$ cat config.mk
export PLATFORM = sky130hd
export DESIGN_NAME = id_ex_ctrl_pipe
export DESIGN_NICKNAME = d
export VERILOG_FILES = /design/src/rtl/id_ex_ctrl_pipe.sv
export SDC_FILE = /design/constraint.sdc
export NUM_CORES = 1
export LEC_CHECK = 0
export ABC_AREA = 1
export CAP_MARGIN = 20
export CORE_ASPECT_RATIO = 0.75
export CORE_MARGIN = 1
export CORE_UTILIZATION = 33
export DETAILED_ROUTE_END_ITERATION = 12
export GPL_TIMING_DRIVEN = 0
export HOLD_SLACK_MARGIN = 0.08
export PLACE_DENSITY_LB_ADDON = 0.3
export SLEW_MARGIN = 25
export SYNTH_ARGS = -nofsm -noshare
export SYNTH_HDL_FRONTEND = slang
export SYNTH_SLANG_ARGS = --single-unit
$ cat constraint.sdc
create_clock -name clk -period 1.5 [get_ports clk]
set_input_delay 0.3 -clock clk [delete_from_list [all_inputs] [get_ports clk]]
set_output_delay 0.3 -clock clk [all_outputs]
set_load 0.01 [all_outputs]
$ cat src/rtl/id_ex_ctrl_pipe.sv
// ID/EX pipeline register: registers the decoder control bundle and ID operands into EX,
// detects load-use hazards against the load in EX, and inserts bubbles on hazard or flush.
module id_ex_ctrl_pipe #(
    parameter int CNT_W = 16
) (
    input  logic             clk,
    input  logic             rst_n,

    input  logic             id_valid,
    input  logic             id_RegDst,
    input  logic             id_ALUSrc,
    input  logic             id_MemtoReg,
    input  logic             id_RegWrite,
    input  logic             id_MemRead,
    input  logic             id_MemWrite,
    input  logic             id_Branch,
    input  logic             id_Jump,
    input  logic [1:0]       id_ALUOp,
    input  logic [4:0]       id_rs,
    input  logic [4:0]       id_rt,
    input  logic [4:0]       id_rd,
    input  logic [31:0]      id_rd1,
    input  logic [31:0]      id_rd2,
    input  logic [31:0]      id_imm,
    input  logic [31:0]      id_pc4,

    input  logic             ex_flush,

    output logic             ex_valid,
    output logic             ex_RegDst,
    output logic             ex_ALUSrc,
    output logic             ex_MemtoReg,
    output logic             ex_RegWrite,
    output logic             ex_MemRead,
    output logic             ex_MemWrite,
    output logic             ex_Branch,
    output logic             ex_Jump,
    output logic [1:0]       ex_ALUOp,
    output logic [4:0]       ex_rs,
    output logic [4:0]       ex_rt,
    output logic [4:0]       ex_rd,
    output logic [31:0]      ex_rd1,
    output logic [31:0]      ex_rd2,
    output logic [31:0]      ex_imm,
    output logic [31:0]      ex_pc4,

    output logic             stall,
    output logic [CNT_W-1:0] bubble_cnt
);

    logic             r_valid;
    logic             r_RegDst;
    logic             r_ALUSrc;
    logic             r_MemtoReg;
    logic             r_RegWrite;
    logic             r_MemRead;
    logic             r_MemWrite;
    logic             r_Branch;
    logic             r_Jump;
    logic [1:0]       r_ALUOp;
    logic [4:0]       r_rs;
    logic [4:0]       r_rt;
    logic [4:0]       r_rd;
    logic [31:0]      r_rd1;
    logic [31:0]      r_rd2;
    logic [31:0]      r_imm;
    logic [31:0]      r_pc4;
    logic [CNT_W-1:0] r_bubbleCnt;

    logic             w_usesRs;
    logic             w_usesRt;
    logic             w_rsMatch;
    logic             w_rtMatch;
    logic             w_hz;
    logic             w_countBubble;
    logic             w_load;
    logic             w_cntSat;

    // Jumps carry no register operand; rt is read by R-format, stores and branches.
    assign w_usesRs      = ~id_Jump;
    assign w_usesRt      = id_RegDst | id_MemWrite | (id_Branch & ~id_Jump);
    assign w_rsMatch     = w_usesRs & (r_rt == id_rs);
    assign w_rtMatch     = w_usesRt & (r_rt == id_rt);
    assign w_hz          = r_valid & r_MemRead & id_valid & (r_rt != 5'd0)
                           & (w_rsMatch | w_rtMatch);

    // A flush already kills the ID slot, so holding upstream would be pointless.
    assign stall         = w_hz & ~ex_flush;
    assign w_countBubble = ex_flush | w_hz;
    assign w_load        = ~w_countBubble & id_valid;
    assign w_cntSat      = &r_bubbleCnt;

    always_ff @(posedge clk or negedge rst_n) begin
        if (!rst_n) begin
            r_valid    <= 1'b0;
            r_RegDst   <= 1'b0;
            r_ALUSrc   <= 1'b0;
            r_MemtoReg <= 1'b0;
            r_RegWrite <= 1'b0;
            r_MemRead  <= 1'b0;
            r_MemWrite <= 1'b0;
            r_Branch   <= 1'b0;
            r_Jump     <= 1'b0;
            r_ALUOp    <= 2'b00;
        end else if (w_load) begin
            r_valid    <= 1'b1;
            r_RegDst   <= id_RegDst;
            r_ALUSrc   <= id_ALUSrc;
            r_MemtoReg <= id_MemtoReg;
            r_RegWrite <= id_RegWrite;
            r_MemRead  <= id_MemRead;
            r_MemWrite <= id_MemWrite;
            r_Branch   <= id_Branch;
            r_Jump     <= id_Jump;
            r_ALUOp    <= id_ALUOp;
        end else begin
            r_valid    <= 1'b0;
            r_RegDst   <= 1'b0;
            r_ALUSrc   <= 1'b0;
            r_MemtoReg <= 1'b0;
            r_RegWrite <= 1'b0;
            r_MemRead  <= 1'b0;
            r_MemWrite <= 1'b0;
            r_Branch   <= 1'b0;
            r_Jump     <= 1'b0;
            r_ALUOp    <= 2'b00;
        end
    end

    // Specifiers and operands load unconditionally; a bubble makes them don't-care.
    always_ff @(posedge clk or negedge rst_n) begin
        if (!rst_n) begin
            r_rs  <= 5'd0;
            r_rt  <= 5'd0;
            r_rd  <= 5'd0;
            r_rd1 <= 32'd0;
            r_rd2 <= 32'd0;
            r_imm <= 32'd0;
            r_pc4 <= 32'd0;
        end else begin
            r_rs  <= id_rs;
            r_rt  <= id_rt;
            r_rd  <= id_rd;
            r_rd1 <= id_rd1;
            r_rd2 <= id_rd2;
            r_imm <= id_imm;
            r_pc4 <= id_pc4;
        end
    end

    always_ff @(posedge clk or negedge rst_n) begin
        if (!rst_n) begin
            r_bubbleCnt <= '0;
        end else if (w_countBubble && !w_cntSat) begin
            r_bubbleCnt <= r_bubbleCnt + 1'b1;
        end
    end

    assign ex_valid    = r_valid;
    assign ex_RegDst   = r_RegDst;
    assign ex_ALUSrc   = r_ALUSrc;
    assign ex_MemtoReg = r_MemtoReg;
    assign ex_RegWrite = r_RegWrite;
    assign ex_MemRead  = r_MemRead;
    assign ex_MemWrite = r_MemWrite;
    assign ex_Branch   = r_Branch;
    assign ex_Jump     = r_Jump;
    assign ex_ALUOp    = r_ALUOp;
    assign ex_rs       = r_rs;
    assign ex_rt       = r_rt;
    assign ex_rd       = r_rd;
    assign ex_rd1      = r_rd1;
    assign ex_rd2      = r_rd2;
    assign ex_imm      = r_imm;
    assign ex_pc4      = r_pc4;
    assign bubble_cnt  = r_bubbleCnt;

endmodule

==> results by group, run 1 <==
Power and ir drop
  – Pwr dens: 1120 mW/mm^2
  – P_sw: 2570 uW
  – Leak: 0.00473 uW
  – Internal Power: 8200 uW
  – Sw frac: 23.9%
  – Sequential power share: 46.2%
  – Total power: 10800 uW
  – Clk pwr share: 40.4%
  – Comb power frac: 13.4%
  – Worst VDD drop: 0.000686 V

Die
  – Die area: 0.0163 mm^2
  – CORE AREA: 0.0153 mm^2
  – Initial core utilization: 34.0%
  – Die Span X: 147 um
  – IO Pins: 328
  – # rows: 39
  – Die Y: 111 um

STA
  – Slew at the pin closest to its max-slew limit: 0.557 ns
  – Fmax: 0.549 GHz
  – Setup ws final: -0.321 ns
  – Setup tns final: -2.77 ns
  – Crit path time final: 1.82 ns
  – Fin. max-slew vios: 0
  – Slew headroom: 62.9%
  – Unrepaired setup endpoints after global routing: true
  – Hold Fails Final Rpt: 0
  – Fin crit share: 121%
  – Final Setup Violations: 28
  – Clk_skew: 0.00731 ns

Place
  – GP Congestion: 0.899
  – HPWL after DPL: 11400 um
  – PortBufs: 327
  – Pre-CTS setup slack: -0.747 ns
  – Post-DP Area: 0.00881 mm^2

Synth
  – Number of synthesized flops with an enable pin: 0
  – Yosys top cell area share: 81.6%
  – Syn nets: 535
  – Synth cell types: 20
  – Synth Register Bits: 170
  – Leading area contributor after synthesis: dfrtp_1
  – Most frequent cell after synthesis: dfrtp_1
  – Ys flop type: dfrtp_1
  – Synth warnings: 0
  – Mapped Cells: 377
  – Syn Area/Cell: 13.8 um^2
  – FFs w/ async S/R, synth: 100%
  – Register area share after synthesis: 81.6%
  – Commonest cells in the netlist: dfrtp_1 (170), nand2_1 (80), inv_1 (41)
  – Synth area leaders: dfrtp_1 (82%), nand2_1 (5.8%), inv_1 (3.0%)
  – Mapped Area: 0.00521 mm^2

Global routing
  – GRT overflow: 0
  – Vias in the first global route: 4318
  – GRT Util Overall: 19.4%
  – First-pass GRT wire length: 23600 um
  – Initial antenna violation count: 0
  – Largest net degree at the start of global routing: 99

Critical path
  – Crit Path Category: register to output pin
  – Crit path capture: stall
  – CP Max Fanout: 4
  – CP Data Required Time: 1.20 ns
  – Reg-to-reg setup timing slack: -0.12 ns
  – R2R depth: 12
  – Setup crit start kind: register
  – CP Launch Point: ex_rt[3]
  – Critical Path End Type: output pin
  – Reg-to-reg startpoint: ex_rt[3]
  – CP arrival: 1.52 ns
  – FF-to-FF End: ex_ALUOp[1]

Finish
  – Syn-to-layout area delta: 85.2%
  – Inserted Diodes: 0
  – Share of cells above drive strength 1: 15.1%
  – Final nets: 915
  – Final Cell Area: 0.00965 mm^2

CTS
  – CTS root buffer: clkbuf_16
  – H-Tree Depth: 4
  – CTS tree: done
  – Num CTS Buffers: 17
  – Clk sinks: 170
  – Clock Latency Late Sink: 0.41 ns
  – Clk pin slew, worst setup/hold paths: 0.07 ns
  – Clk buf depth: 2

Worst hold path
  – WHS Path Cells: 1
  – Min-delay worst type: primary input to register

Routing
  – # DRC: 0
  – Initial DRC count: 190
  – Via/cell ratio: 4.29
  – Wire length per cell: 16.2 um
  – Total number of vias: 4181
  – Routed Wire Length: 15800 um
  – Final ANT Viol Nets: 0
  – Detailed Routing Iterations Pass 1: 4

Flow run
  – Max cap viols: 0

Status
  – Status: complete, but fails checks
  – Failing checks: setup timing
==> area by class of cell <==
class | count | area (um^2)
plain buffers | 5 | 60.1
clock buffers | 22 | 494
clock inverters | 10 | 106
fillers | 1239 | 5670
inverters | 42 | 158
multi-input cells | 160 | 913
flip-flops and latches | 170 | 4260
well taps | 205 | 256
repair buffers | 361 | 3400
==> how the worst min path moves through the flow <==
stage	start	to	slack [ns]
global placement	bubble_cnt[14]	bubble_cnt[14]	0.52
CTS	id_imm[7]	ex_imm[7]	0.29
floorplan	rst_n	bubble_cnt[0]	0.004
detailed placement	rst_n	ex_rd2[14]	0.29
global route	id_pc4[7]	ex_pc4[7]	0.29
finish	id_imm[7]	ex_imm[7]	0.31
==> stage by stage <==
stage | util, % | cells | hold slack, ns
after floorplan | - | 377 | 0.00441
after global placement | 57.3 | 909 | 0.522
after detailed placement | 57.5 | 910 | 0.293
after CTS | 61.0 | 959 | 0.293
after global routing | 63.0 | 975 | 0.293
final | 63.0 | 975 | 0.315
==> worst max-delay path: stages (launching register included) <==
cell and delay (ns):
dfrtp_1 0.41, inv_2 0.07, nand2_1 0.06, nand2_1 0.05, nor2_1 0.08, nand3_1 0.08
nand2_1 0.08, nand2_2 0.06, nor2_1 0.07, buf_2 0.13
==> cells by family after synthesis <==
| group | after synthesis | synth area share (%) |
|---|---|---|
| buffers and inverters | 48 | 3.82 |
| adders and majority gates | 1 | 0.240 |
| DFF | 170 | 81.6 |
| xor gates and xnor gates | 10 | 1.68 |
| and+or+nand+nor | 148 | 12.7 |
==> layer usage <==
layer	global-route usage (%)	wire, um	part of all wire [%]	vias up
met5	0	0	0	-
met4	7.49	296	1.9	0
met3	6.87	1620	10	24
met2	34.1	8130	51	233
met1	21.4	5750	36	2000
li1	-	-	-	1924
==> power by group through the flow <==
stage          combinational [uW]  clock (uW)  sequential, uW
5_1_grt                      1570        4660            5000
4_1_cts                      1390        4460            4980
6_report                     1450        4350            4980
3_3_place_gp                 1450           0            5100
3_5_place_dp                 1480           0            5100
2_1_floorplan                 218           0            5230
==> layout by cell type (no fill, tap or decap), drive strengths merged <==
master and instances:
nand3 25, clkbuf 26, buf 40, nor3 15
inv 45, clkdlybuf4s50 155, dlygate4sd3 1, bufinv 1
nand2 85, xor2 9, dfrtp 170, dlygate4sd2 166
ha 1, clkinv 5, nor2 18, nand4 6
xnor2 1, clkinvlp 1
==> sequential cells by signal (all words and copies together) (netlist names) <==
signal and count:
ex_imm 32, ex_pc4 32, ex_rd1 32, ex_rd2 32, bubble_cnt 16, ex_rd 5, ex_rs 5, ex_rt 5
ex_ALUOp 2, ex_ALUSrc 1, ex_Branch 1, ex_Jump 1, ex_MemRead 1, ex_MemWrite 1, ex_MemtoReg 1, ex_RegDst 1
ex_RegWrite 1, ex_valid 1
==> repair_timing <==
item,CTS,global route
setup endpoints to repair,198,31
cloned,1,4
endpoints found under the hold margin,72,0
hold buffers,1,0
resized for setup,196,36
pin swaps,5,10
buffers inserted,16,12
No activity file was read; power rests on OpenSTA's default activity.
==> run 2, diff against run 1 <==
--- a/config.mk
+++ b/config.mk
@@ -9,11 +9,13 @@
 export CAP_MARGIN = 20
 export CORE_ASPECT_RATIO = 0.75
 export CORE_MARGIN = 1
-export CORE_UTILIZATION = 33
+export CORE_UTILIZATION = 30
 export DETAILED_ROUTE_END_ITERATION = 12
+export DONT_BUFFER_PORTS = 1
 export GPL_TIMING_DRIVEN = 0
 export HOLD_SLACK_MARGIN = 0.08
 export PLACE_DENSITY_LB_ADDON = 0.3
+export SETUP_SLACK_MARGIN = 0.15
 export SLEW_MARGIN = 25
 export SYNTH_ARGS = -nofsm -noshare
 export SYNTH_HDL_FRONTEND = slang
==> run 2 against run 1 <==
Effect of this change:
- the run now fails in clock tree synthesis (4_1_cts)
- synthesized cell count did not move
- area after synthesis stayed put
==> results by group, run 2 <==
Synth
  – Synth Register Bits: 170
  – Yosys top cell area share: 81.6%
  – Mapped Cells: 377
  – Synth cell types: 20
  – Synth Area in XOR/XNOR: 1.68%
  – FFs w/ async S/R, synth: 100%
  – Compound-Gate Fraction of Synth Area: 0%
  – Mux contribution to synthesized area: 0%
  – Commonest cells in the netlist: dfrtp_1 (170), nand2_1 (80), inv_1 (41)
  – Synth warnings: 0
  – Syn nets: 535
  – Most frequent cell after synthesis: dfrtp_1
  – Syn Area/Cell: 13.8 um^2
  – Mapped Area: 0.00521 mm^2
  – Synth Area in Adders: 0.240%
  – Register area share after synthesis: 81.6%
  – Main combinational cell family by area after synthesis: simple AND/OR/NAND/NOR gates
  – Post-Synth Simple-Gate Area: 12.7%
  – Leading area contributor after synthesis: dfrtp_1
  – Ys flop type: dfrtp_1
  – Synth area leaders: dfrtp_1 (82%), nand2_1 (5.8%), inv_1 (3.0%)
  – Number of synthesized flops with an enable pin: 0

CTS
  – Post-CTS setup buffer count: 6
  – Clk buf depth: 2
  – Hold Buf Count CTS: 127
  – Num CTS Buffers: 17
  – Post_cts resized: 15
  – CTS root buffer: clkbuf_16
  – H-Tree Depth: 4
  – Clk sinks: 170

Die
  – IO Pins: 328
  – Die Span X: 154 um
  – # rows: 41
  – Initial core utilization: 30.8%
  – Die Y: 116 um

Place
  – Post-DP Area: 0.00557 mm^2
  – GP Congestion: 0.837
  – PortBufs: 0
  – HPWL after DPL: 9420 um

Status
  – Status: did not finish
  – First Err: [ERROR RSZ-0060] Max buffer count reached.
  – Fail Step: clock tree synthesis (4_1_cts)
run 2: per-stage QoR:
| stage | worst slack (ns) | instances |
|---|---|---|
| 2_1_floorplan | 0.0123 | 377 |
| 3_3_place_gp | -0.252 | 592 |
| 3_5_place_dp | -0.275 | 592 |
run 2: kinds of logic after synthesis:
family / Yosys count
flops: 170
fa+ha+maj: 1
xor+xnor: 10
buf+inv: 48
simple gates: 148
==> run 3, diff against run 2 <==
--- a/config.mk
+++ b/config.mk
@@ -7,15 +7,12 @@
 export LEC_CHECK = 0
 export ABC_AREA = 1
 export CAP_MARGIN = 20
-export CORE_ASPECT_RATIO = 0.75
 export CORE_MARGIN = 1
-export CORE_UTILIZATION = 30
+export CORE_UTILIZATION = 20
 export DETAILED_ROUTE_END_ITERATION = 12
 export DONT_BUFFER_PORTS = 1
 export GPL_TIMING_DRIVEN = 0
-export HOLD_SLACK_MARGIN = 0.08
-export PLACE_DENSITY_LB_ADDON = 0.3
-export SETUP_SLACK_MARGIN = 0.15
+export PLACE_DENSITY_LB_ADDON = 0.15
 export SLEW_MARGIN = 25
 export SYNTH_ARGS = -nofsm -noshare
 export SYNTH_HDL_FRONTEND = slang
==> constraint.sdc (replaced) <==
create_clock -name clk -period 1.95 [get_ports clk]
set_input_delay 0.39 -clock clk [delete_from_list [all_inputs] [get_ports clk]]
set_output_delay 0.39 -clock clk [all_outputs]
set_load 0.01 [all_outputs]
==> run 3 against run 2 <==
Effect of this change:
- the flow now finishes, with violations (hold timing)
==> results by group, run 3 (synthesized netlist as in run 1, its figures left out) <==
Status
  – Status: complete, but fails checks
  – Failing checks: hold timing

Routing
  – Initial DRC count: 150
  – Detailed Routing Iterations Pass 1: 4
  – # DRC: 0
  – Routed Wire Length: 15400 um
  – Via/cell ratio: 3.71
  – Total number of vias: 3280
  – Wire length per cell: 17.5 um
  – Final ANT Viol Nets: 0

Finish
  – Most common cell after layout, fill and taps aside: dfrtp_1
  – Multi-input logic area: 833 um^2
  – # fillers: 2588
  – Commonest cells after routing, fill and taps aside: dfrtp_1 (163), dlygate4sd3_1 (143), nand2_1 (74)
  – Reg area: 0.00426 mm^2
  – Share of cells above drive strength 1: 13.4%
  – Final nets: 698
  – Syn-to-layout area delta: 48.9%
  – Final Cell Area: 0.00776 mm^2

Die
  – # rows: 58
  – IO Pins: 328
  – Initial core utilization: 20.5%
  – CORE AREA: 0.0254 mm^2
  – Die Y: 163 um
  – Die Span X: 163 um
  – Die area: 0.0267 mm^2

STA
  – Slew headroom: 65.0%
  – Clk_skew: 0.00831 ns
  – Fin crit share: 98.1%
  – Fmax: 0.523 GHz
  – Setup tns final: 0 ns
  – Hold WS: -0.339 ns
  – Crit path time final: 1.91 ns
  – Fin. max-slew vios: 0
  – Slew at the pin closest to its max-slew limit: 0.526 ns
  – Unrepaired setup endpoints after global routing: true
  – Setup ws final: 0.0370 ns
  – Hold Fails Final Rpt: 170
  – Final Setup Violations: 0

Critical path
  – Reg-to-reg setup timing slack: 0.16 ns
  – R2R depth: 9
  – Critical Path End Type: output pin
  – CP Data Required Time: 1.56 ns
  – Crit Path Category: register to output pin
  – Reg-to-reg startpoint: bubble_cnt[0]
  – CP Max Fanout: 6
  – CP arrival: 1.52 ns
  – Setup crit start kind: register
  – FF-to-FF End: bubble_cnt[10]

Power and ir drop
  – Pwr dens: 1020 mW/mm^2
  – Worst VDD drop: 0.000608 V
  – Leak: 0.00351 uW

Place
  – GP Congestion: 0.761
  – HPWL after DPL: 11200 um
  – PortBufs: 0
  – Pre-CTS setup slack: 0.000315 ns
  – Post-DP Area: 0.00563 mm^2

Global routing
  – Largest net degree at the start of global routing: 171
  – First-pass GRT wire length: 21800 um
  – GRT overflow: 0
  – Initial antenna violation count: 1
  – GRT Util Overall: 11.2%
  – Vias in the first global route: 3606

Worst hold path
  – Min-delay worst type: primary input to async pin

CTS
  – Hold Buf Count CTS: 143
  – Clk buf depth: 2
  – CTS root buffer: clkbuf_16
  – Clk sinks: 170
  – Num CTS Buffers: 17
  – CTS tree: done
  – Clk pin slew, worst setup/hold paths: 0.08 ns
  – H-Tree Depth: 4
  – Clock Latency Late Sink: 0.41 ns

Flow run
  – Max cap viols: 0
[run 3: area by class of cell]
cell class / count / share of cell area, %
repair buffers: 144 / 18.5
inverters: 42 / 2.03
clock inverters: 15 / 2.42
plain buffers: 6 / 0.564
clock buffers: 17 / 5.48
multi-input cells: 159 / 10.7
well taps: 330 / 5.32
flip-flops and latches: 170 / 54.9
diodes: 1 / 0.0322
[run 3: routing by layer]
metal	part of all wire [%]	GRT usage [%]
met5	0	0
met4	0.82	3.41
met3	9.4	4.65
met2	53	20.1
met1	37	11.9
[run 3: metrics by stage]
step	utilization (%)	cells	hold WS (ns)	power [uW]
2_1_floorplan	-	377	0.0944	4160
3_3_place_gp	22.2	707	0.0978	4270
3_5_place_dp	22.2	707	0.0976	4270
4_1_cts	30.3	883	-0.376	8050
5_1_grt	30.6	884	-0.382	8290
6_report	30.6	884	-0.339	7880
[run 3: report_power, final]
part           leakage, uW  internal [uW]  switching (uW)  total [uW]
clock network     0.000294           1760            1670        3430
registers          0.00202           3730             282        4010
logic              0.00119            274             167         440
[run 3: worst max-delay path by stage]
stage,from,endpoint
global placement,bubble_cnt[0],bubble_cnt[10]
CTS,ex_rt[0],stall
floorplan,bubble_cnt[0],bubble_cnt[5]
global route,ex_rt[0],stall
finish,ex_rt[0],stall
detailed placement,bubble_cnt[0],bubble_cnt[14]
[run 3: worst max-delay path, cell delays in order (launching register included)]
cell and delay [ns]:
dfrtp_2 0.47, nand2_1 0.10, nand2_1 0.05, nor2_1 0.12, nand3_2 0.09, nand2_2 0.08, nand2_2 0.07, nor2_4 0.12
[run 3: what timing repair did]
action                                  in CTS  in global routing
setup buffers                                1                  0
endpoints found under the setup margin       4                 27
pin swaps                                    8                 11
endpoints found under the hold margin      313                170
gates resized for setup                     14                 18
==> run 4, diff against run 3 <==
--- a/config.mk
+++ b/config.mk
@@ -6,7 +6,8 @@
 export NUM_CORES = 1
 export LEC_CHECK = 0
 export ABC_AREA = 1
-export CAP_MARGIN = 20
+export CAP_MARGIN = 0
+export CORE_ASPECT_RATIO = 2
 export CORE_MARGIN = 1
 export CORE_UTILIZATION = 20
 export DETAILED_ROUTE_END_ITERATION = 12
==> constraint.sdc (replaced) <==
create_clock -name clk -period 1.9 [get_ports clk]
set_input_delay 0.38 -clock clk [delete_from_list [all_inputs] [get_ports clk]]
set_output_delay 0.38 -clock clk [all_outputs]
set_load 0.01 [all_outputs]
==> run 4 against run 3 <==
Effect of this change:
- the run ends with hold timing, setup timing left
- final area shrank 0.52%
- core utilization fell by 0.46 points
- non-clock buffer count is 2 higher
- sequential share of layout area is 0.30 points higher
- clock-buffer cell count rose by 1
- clock skew is 0.0021 ns higher
- first-iteration DRC count is 37% lower
- combinational power increased by 1%
- die area increased by 0.15%
- register-to-register slack worse by 0.04 ns
- largest cell class unchanged
==> results by group, run 4 (synthesized netlist as in run 1, its figures left out) <==
Status
  – Status: complete, but fails checks
  – Failing checks: hold timing, setup timing

Place
  – Post-Place Cells: 717
  – Post-DP Area: 0.00564 mm^2
  – HPWL after DPL: 10500 um
  – Pre-CTS setup slack: -0.0530 ns
  – GP Congestion: 0.745
  – PortBufs: 0

Finish
  – Final non-filler cell total: 895
  – Final nets: 700
  – Multi-input logic area: 786 um^2
  – Share of cells above drive strength 1: 11.4%
  – Commonest cells after routing, fill and taps aside: dfrtp_1 (162), dlygate4sd3_1 (143), nand2_1 (79)
  – Most common cell after layout, fill and taps aside: dfrtp_1
  – # fillers: 2675
  – Syn-to-layout area delta: 48.2%
  – Inserted Diodes: 0
  – Final Cell Area: 0.00772 mm^2
  – Reg area: 0.00426 mm^2

CTS
  – Num CTS Buffers: 17
  – Clk pin slew, worst setup/hold paths: 0.07 ns
  – Hold Buf Count CTS: 143
  – Clk buf depth: 2
  – CTS tree: done
  – Clk sinks: 170
  – Clock Latency Late Sink: 0.43 ns
  – H-Tree Depth: 4
  – CTS root buffer: clkbuf_16

Power and ir drop
  – Worst VDD drop: 0.000517 V
  – Sw frac: 24.8%
  – Leak: 0.00352 uW
  – Comb power frac: 5.6%
  – Sequential power share: 51.4%
  – Total power: 7990 uW
  – Internal Power: 6010 uW
  – Clk pwr share: 43.0%
  – P_sw: 1980 uW
  – Pwr dens: 1030 mW/mm^2

Routing
  – Detailed Routing Iterations Pass 1: 4
  – # DRC: 0
  – Total number of vias: 3354
  – Routed Wire Length: 15000 um
  – Wire length per cell: 16.8 um
  – Final ANT Viol Nets: 0
  – Initial DRC count: 94
  – Via/cell ratio: 3.75

Global routing
  – Initial antenna violation count: 0
  – First-pass GRT wire length: 21600 um
  – GRT overflow: 0
  – M2 GR Usage: 20.3%
  – Vias in the first global route: 3629
  – Met1 Track Usage GR: 11.0%
  – Largest net degree at the start of global routing: 171
  – Met3 Use GR: 3.94%
  – GRT Util Overall: 11.5%
  – GR peak layer: met2

STA
  – Setup ws final: -0.0230 ns
  – Fin. max-slew vios: 0
  – Setup tns final: -0.0230 ns
  – Hold Fails Final Rpt: 170
  – Fin crit share: 101%
  – Unrepaired setup endpoints after global routing: true
  – Clk_skew: 0.0105 ns
  – Slew at the pin closest to its max-slew limit: 0.502 ns
  – Hold WS: -0.359 ns
  – Crit path time final: 1.92 ns
  – Final Setup Violations: 1
  – Slew headroom: 66.6%
  – Fmax: 0.520 GHz

Critical path
  – Crit Path Category: register to output pin
  – CP Max Fanout: 4
  – Setup crit start kind: register
  – CP arrival: 1.54 ns
  – Critical Path End Type: output pin
  – CP Data Required Time: 1.52 ns

Die
  – Die Y: 230 um
  – CORE AREA: 0.0257 mm^2
  – # rows: 83
  – Die Span X: 116 um
  – Die area: 0.0268 mm^2
  – Initial core utilization: 20.3%
  – IO Pins: 328

Worst hold path
  – Min-delay worst type: primary input to async pin

Flow run
  – Max cap viols: 0
==> run 4: cell count changes in the layout (fill, tap and decap cells not counted), moves of 3 or more <==
cell,before,now
clkinv_8,4,0
inv_6,0,3
nand2_1,74,79
nand2_2,8,3
nor3_1,10,13
nor3_2,5,2
==> run 4: path summary, 6_finish.rpt <==
kind,startpoint,end,slack [ns],cells past startpoint
setup / recovery,ex_rt[4],stall,-0.02,7
hold reg to reg,bubble_cnt[1],bubble_cnt[1],0.56,2
setup reg to reg,ex_rt[4],ex_ALUOp[0],0.12,10
max in group asynchronous,rst_n,bubble_cnt[7],1.82,0
min in group clk,id_MemtoReg,ex_MemtoReg,0.05,2
hold / removal,rst_n,ex_rd1[24],-0.36,0
==> run 4: final cells by class <==
cell class                 count  area share, %
buffer                         6          0.599
tap                          340           5.51
clock buffer                  18           5.69
timing repair buffer         146           18.8
inverter                      42           2.04
sequential                   170           55.2
multi-input combinational    159           10.2
clock inverter                14           1.98
==> run 4: power groups by stage <==
stage          clock network [uW]  logic [uW]  registers (uW)
2_1_floorplan                   0         161            4110
3_3_place_gp                    0         201            4180
3_5_place_dp                    0         200            4180
4_1_cts                      3580         446            4110
5_1_grt                      3700         498            4130
6_report                     3430         445            4110
==> run 4: timing repair <==
action	4_1_cts	5_1_grt
pin swaps	1	3
setup endpoints to repair	16	27
hold endpoints to repair	313	170
gates resized for setup	9	10
buffers inserted	0	3
==> run 4: critical path: stages (launching register included) <==
cell and delay, ns:
dfrtp_2 0.43, inv_2 0.07, buf_4 0.13, nand4_1 0.09, nand4_1 0.08, inv_1 0.11, nand2_2 0.09, nor2_4 0.11
==> run 4: layer usage <==
metal  wire length (um)  part of all wire [%]  up-vias
li1                   -                     -     1490
met1               5030                    33     1699
met2               8510                    57      139
met3                922                   6.1       26
met4                573                   3.8        0
met5                  0                     0        -
==> run 4: per-stage QoR <==
stage	utilization [%]	hold slack, ns
2_1_floorplan	-	0.0844
3_3_place_gp	22.0	0.0885
5_1_grt	30.1	-0.392
3_5_place_dp	22.0	0.0865
6_report	30.1	-0.359
4_1_cts	29.9	-0.395
